===== src/rtl/alu_nibble_seq.sv =====
// Sequences a W-bit AND/OR/SUB/ADD through an external 4-bit ALU, one nibble per cycle, LSB first.
// Latency: res_valid rises NIBBLES cycles after the accepting edge. Backpressure: op_ready only in IDLE; DONE holds until res_ready.
// Optional signed-overflow output res_v is enabled by defining ALU_NIBBLE_SEQ_OVF_EN.
module alu_nibble_seq #(
  parameter int NIBBLES = 4
) (
  input  logic                   clk,
  input  logic                   rst_n,
  input  logic                   op_valid,
  output logic                   op_ready,
  input  logic [1:0]             op_sel,
  input  logic [4*NIBBLES-1:0]   op_a,
  input  logic [4*NIBBLES-1:0]   op_b,
  input  logic                   op_cin,
  output logic [3:0]             alu_a,
  output logic [3:0]             alu_b,
  output logic                   alu_cin,
  output logic [1:0]             alu_sel,
  input  logic [3:0]             alu_y,
  input  logic                   alu_cout,
  input  logic                   alu_bout,
  output logic                   res_valid,
  input  logic                   res_ready,
  output logic [4*NIBBLES-1:0]   res,
  output logic                   res_c,
  output logic                   res_z
`ifdef ALU_NIBBLE_SEQ_OVF_EN
  ,
  output logic                   res_v
`endif
);

  localparam int W  = 4 * NIBBLES;
  localparam int IW = (NIBBLES > 1) ? $clog2(NIBBLES) : 1;

  localparam logic [1:0] SEL_AND = 2'b00;
  localparam logic [1:0] SEL_OR  = 2'b01;
  localparam logic [1:0] SEL_SUB = 2'b10;
  localparam logic [1:0] SEL_ADD = 2'b11;

  typedef enum logic [1:0] {
    ST_IDLE = 2'b00,
    ST_RUN  = 2'b01,
    ST_DONE = 2'b10
  } state_t;

  typedef struct packed {
    logic [1:0]   sel;
    logic [W-1:0] a;
    logic [W-1:0] b;
    logic         cin;
  } op_t;

  state_t        state_q;
  state_t        state_d;
  op_t           op_q;
  logic [IW-1:0] idx_q;
  logic          chain_q;
  logic [W-1:0]  res_q;
  logic [3:0]    nib_a;
  logic [3:0]    nib_b;
  logic          last_nib;
  logic          chain_d;
  logic          is_arith;

  assign last_nib = (idx_q == IW'(NIBBLES - 1));
  assign is_arith = op_q.sel[1];

  // Nibble mux for the current index.
  always_comb begin
    nib_a = 4'h0;
    nib_b = 4'h0;
    for (int n = 0; n < NIBBLES; n++) begin
      if (idx_q == IW'(n)) begin
        nib_a = op_q.a[4*n +: 4];
        nib_b = op_q.b[4*n +: 4];
      end
    end
  end

  always_comb begin
    chain_d = 1'b0;
    case (op_q.sel)
      SEL_ADD: chain_d = alu_cout;
      SEL_SUB: chain_d = alu_bout;
      SEL_AND,
      SEL_OR:  chain_d = 1'b0;
      default: chain_d = 1'b0;
    endcase
  end

  always_ff @(posedge clk or negedge rst_n) begin
    if (!rst_n) begin
      state_q <= ST_IDLE;
    end else begin
      state_q <= state_d;
    end
  end

  always_comb begin
    state_d   = state_q;
    op_ready  = 1'b0;
    res_valid = 1'b0;
    alu_a     = 4'h0;
    alu_b     = 4'h0;
    alu_cin   = 1'b0;
    alu_sel   = SEL_AND;
    case (state_q)
      ST_IDLE: begin
        op_ready = 1'b1;
        if (op_valid) begin
          state_d = ST_RUN;
        end
      end
      ST_RUN: begin
        alu_a   = nib_a;
        alu_b   = nib_b;
        alu_sel = op_q.sel;
        // Nibble 0 takes the external carry/borrow; later nibbles ride the chain.
        if (is_arith) begin
          alu_cin = (idx_q == '0) ? op_q.cin : chain_q;
        end
        if (last_nib) begin
          state_d = ST_DONE;
        end
      end
      ST_DONE: begin
        res_valid = 1'b1;
        if (res_ready) begin
          state_d = ST_IDLE;
        end
      end
      default: state_d = ST_IDLE;
    endcase
  end

  always_ff @(posedge clk or negedge rst_n) begin
    if (!rst_n) begin
      op_q    <= '0;
      idx_q   <= '0;
      chain_q <= 1'b0;
      res_q   <= '0;
    end else begin
      case (state_q)
        ST_IDLE: begin
          if (op_valid) begin
            op_q.sel <= op_sel;
            op_q.a   <= op_a;
            op_q.b   <= op_b;
            op_q.cin <= op_cin;
            idx_q    <= '0;
            chain_q  <= 1'b0;
          end
        end
        ST_RUN: begin
          for (int n = 0; n < NIBBLES; n++) begin
            if (idx_q == IW'(n)) begin
              res_q[4*n +: 4] <= alu_y;
            end
          end
          idx_q   <= idx_q + 1'b1;
          chain_q <= chain_d;
        end
        default: ;
      endcase
    end
  end

  assign res   = res_q;
  assign res_c = chain_q;
  assign res_z = (res_q == '0);

`ifdef ALU_NIBBLE_SEQ_OVF_EN
  logic ovf_q;
  logic ovf_d;

  // Signed overflow judged from operand MSBs and the top result nibble as it is written.
  always_comb begin
    ovf_d = 1'b0;
    case (op_q.sel)
      SEL_ADD: ovf_d = (op_q.a[W-1] == op_q.b[W-1]) && (alu_y[3] != op_q.a[W-1]);
      SEL_SUB: ovf_d = (op_q.a[W-1] != op_q.b[W-1]) && (alu_y[3] != op_q.a[W-1]);
      default: ovf_d = 1'b0;
    endcase
  end

  always_ff @(posedge clk or negedge rst_n) begin
    if (!rst_n) begin
      ovf_q <= 1'b0;
    end else if (state_q == ST_IDLE && op_valid) begin
      ovf_q <= 1'b0;
    end else if (state_q == ST_RUN && last_nib) begin
      ovf_q <= ovf_d;
    end
  end

  assign res_v = ovf_q;
`endif

endmodule


===== config.mk =====
export PLATFORM = sky130hd
export DESIGN_NAME = alu_nibble_seq
export DESIGN_NICKNAME = d
export VERILOG_FILES = /design/src/rtl/alu_nibble_seq.sv
export SDC_FILE = /design/constraint.sdc
export NUM_CORES = 1
export LEC_CHECK = 0
export CORE_AREA = 3 3 100 73
export CTS_BUF_LIST = sky130_fd_sc_hd__clkbuf_16
export DETAILED_ROUTE_END_ITERATION = 10
export DIE_AREA = 0 0 103 76
export PLACE_DENSITY = 0.74
export SETUP_SLACK_MARGIN = 0.02
export SLEW_MARGIN = 20
export SYNTH_ARGS = -nofsm -noshare
export SYNTH_HDL_FRONTEND = slang
export SYNTH_SLANG_ARGS = --single-unit

===== constraint.sdc =====
create_clock -name clk -period 4.4 [get_ports clk]
set_clock_uncertainty 0.05 [all_clocks]
set_input_delay 1.32 -clock clk [delete_from_list [all_inputs] [get_ports clk]]
set_output_delay 1.32 -clock clk [all_outputs]
set_load 0.01 [all_outputs]

# Word-level counts from Yosys, hierarchy flattened
# Cells that the tools add are included.
# op_classes
reduce_logical	13
eq_ne	11
muxes	25
add_sub_neg	1
# ops
op	count
$mux W4	10
$logic_not A16 Y1	1
$reduce_and A2 Y1	6
$eq A2 B2 Y1 const B	5
$mux W2	5
$eq A2 B1 Y1 const B	3
$logic_not A2 Y1	3
$mux W1	6
$ne A2 B2 Y1 const B	3
$pmux W2 S3	1
$pmux W2 S2	1
$pmux W1 S3	1
$reduce_and A3 Y1	1
$add A2 B1 Y2 const B	1
$pmux W1 S2	1
$reduce_bool A2 Y1	1
$reduce_or A2 Y1	1
# totals
inputBits	45
wordCells	61
out_inout_bits	31
regBits	56

# Depth between registers and ports, before layout
# depth
ltp_word	6
mapped_depth	6
depth_no_buf	5

# Worst setup path after synthesis
# Ideal clock, no wire load.
# synth_timing
path_kind	register -> output
startpoint	register idx_q[0]
endpoint	output alu_a[3]
stages_incl_launch_ff	7
setup_slack_ns	1.461
n_path_buf	1
t_arrival_ns	1.569
path_cell_list	dfrtp_1 > inv_1 > ha_1 > nor2b_1 > buf_2 > a221oi_1 > o41ai_1
# synth_between
elab_chain_len	6
# synth_rtl
element	line_no	text
from (decl)	57	logic [IW-1:0] idx_q;
from (signal assigned)	161	idx_q <= idx_q + 1'b1;
$logic_not A2 Y1	74	if (idx_q == IW'(n)) begin
$mux W4 (3 in a row)	74	
$mux W4 *	74	
$mux W4 *	108	case (state_q)
to (decl)	15	output logic [3:0] alu_a,
# Mark *: on every way between the ends. The rest lies on a longest branch, timed or not.

# Final worst setup path
# layout_timing
startpoint	register idx_q[1]
endpoint	output alu_a[3]
# Same word-level chain as after synthesis.

==> metrics <==
Slew Limit Fails 0; wire per inst 15.38 um; RSZ-0062 raised after global routing no; diodes inserted 0; Top Family by Delay on Critical Path buffers and inverters; clk buf depth 2; largest net degree at the start of global routing 38; post-DP HPWL around 4600 um; Yosys warnings 0; row cnt 24; Net Sw Power approximately 0.95 mW; Root Buffer clkbuf_16; Rel. slew slack 0.5317; status finished, final reports clean; Critical-path top delay cell clkdlybuf4s50_1; flops & latches, synth 56; PortBufs 75; CP bufs+invs 2; share of cells above drive strength 1 0.1045; crit path cell chain inv_1 -> ha_1 -> nor2b_2 -> a221oi_1 -> o41ai_1 -> clkdlybuf4s50_1; CTS Buf Count 5; fill count a little under 600; initial antenna violation count 0; ANT nets after route 0; DP Worst Slack ~0.5 ns; fraction of registers with async set/reset 1.000; critical path capture point type primary output; gr ovfl total 0; multi-input logic area 1069 um^2; fin crit share 0.9288; placed cells roughly 400; vias 2053; H-Tree Depth 2; combinational share of power 0.463; DRT Pass-1 Iters 4; vias per cell between 4 and 5; final core utilization 0.5583; sequential power share 0.368; Layout Nets about 380; die area a little under 8000 um^2; Pleak between 1.5 and 2 nW; Post-synth EDFFs 0; Synth Flop Type dfrtp_1; first-pass GRT wire length between 10000 and 15000 um; IO Count 76; minimum clock period approximately 4.1 ns; Die H ~76 um; Hold Vio Cnt, Final 0; sequential fraction of the synthesis area 0.5471; distinct cell type count after synthesis 28; final wirelength around 6400 um; sw frac 0.3661; MaxCap Viol Count 0; Overall Global Routing Usage 0.1675; core area around 6300 um^2; Hold WC Path Type flip-flop to flip-flop; non-filler cells, final about 410; via count of the first global-routing pass approximately 2100; Fmax 0.2447 GHz; Setup TNS 0 ns; Worst Tran Pin Value 0.7025 ns; CP Launch Type flip-flop; CP max stage delay around 0.63 ns; Clock Power Share 0.169; critical path type flip-flop to primary output; peak fanout along the critical path 11; internal power ~1.6 mW; area grow syn2layout 37.47%; cell area after synthesis around 2600 um^2; DIE WIDTH 103 um; pwr/cell area roughly 730 nW/um^2; 1st-iter DRT viols ~100; syn avg cell area between 9 and 10 um^2; commonest non-fill, non-tap cells in the layout nand2_1 (108), clkdlybuf4s50_1 (74), dfrtp_1 (56); worst path arrival time approximately 2.7 ns; CTS hold repair buffers 0; GPL Wtd Cong 0.7739; # setup viols final 0; Reg clk slew, reported paths approximately 0.07 ns; Mapped Nets 312; remaining routing DRC violations 0; Worst-Skew Late Latency just under 0.3 ns; peak supply drop approximately 0.00028 V; Sink Count between 50 and 60; Required @ worst endpoint between 3 and 4 ns; FF/Latch Area between 1000 and 1500 um^2; CTS tree done; most common library cell in the layout ignoring fill and taps nand2_1; Mapped Cells around 260; initial core utilization 0.4062; Final WS setup 0.3132 ns
final timing paths:
path                          start         end  cells after the start  slack (ns)
max                        idx_q[1]    alu_a[3]                      6        0.31
min reg2reg                op_q[12]    op_q[12]                      2        0.43
min in group asynchronous     rst_n      res[3]                      1        1.01
max reg2reg                idx_q[0]     res[13]                      3        2.65
min                        op_q[12]    op_q[12]                      2        0.43
max in group asynchronous     rst_n  state_q[1]                      2        2.47
cell families after synthesis:
group / synth area share
AO/OA/AOI/OAI: 0.07230
AND/OR/NAND/NOR: 0.2438
adder cells (fa/ha/maj): 0.01954
buffers and inverters: 0.03908
flip-flops: 0.5471
multiplexers: 0.07816
per-stage QoR:
stage	hold slack [ns]	power, mW	cell area, um^2
floorplan	0.3943	1.630	2561
global placement	0.4120	2.121	3356
detailed placement	0.4138	2.152	3356
CTS	0.4307	2.598	3518
global route	0.4400	2.768	3521
finish	0.4299	2.582	3521
Yosys cell counts (all sizes together) (2+ instances only):
master	instances	area share
nor4	4	0.0098
ha	4	0.020
mux2i	2	0.0078
nor2b	10	0.024
mux2	16	0.070
clkbuf	4	0.0059
a221oi	7	0.024
o21ai	5	0.0098
inv	4	0.0059
nand2b	2	0.0049
o41ai	7	0.030
dfrtp	56	0.55
nand3	9	0.018
nor2	2	0.0029
buf	11	0.027
nand2	112	0.17
area by class of cell:
| cell class | instances | area share |
|---|---|---|
| sequential | 56 | 0.3980 |
| clock inverter | 3 | 0.01066 |
| clock buffer | 5 | 0.03554 |
| tap | 78 | 0.02772 |
| multi-input combinational | 188 | 0.3035 |
| timing repair buffer | 79 | 0.2203 |
| inverter | 4 | 0.004264 |
power groups by stage:
stage / combinational, mW / sequential [mW] / clock (mW)
after floorplan: 0.686 / 0.944 / 0
after global placement: 1.17 / 0.946 / 0
after detailed placement: 1.20 / 0.954 / 0
after CTS: 1.21 / 0.948 / 0.443
after global routing: 1.32 / 0.987 / 0.465
final: 1.19 / 0.951 / 0.437
repair_timing:
item	in CTS	in global routing
setup endpoints to repair	0	3
gates resized for setup	0	1
buffers inserted	0	0
routing by layer:
metal  GRT usage  wire length (um)
met1      0.2485              3195
met2      0.2516              2826
met3     0.04209               291
met4     0.02717                40
met5           0                 0
worst min-delay path: stages (launching register included):
cell     delay [ns]
dfrtp_1        0.35
nand2_1        0.05
nand2_1        0.05
sequential cells by signal, summed over array words and instances, names as in the netlist:
| signal | flops |
|---|---|
| op_q | 34 |
| res | 16 |
| idx_q | 2 |
| state_q | 2 |
| is_arith | 1 |
| res_c | 1 |
Power figures use the tool's default switching activity.
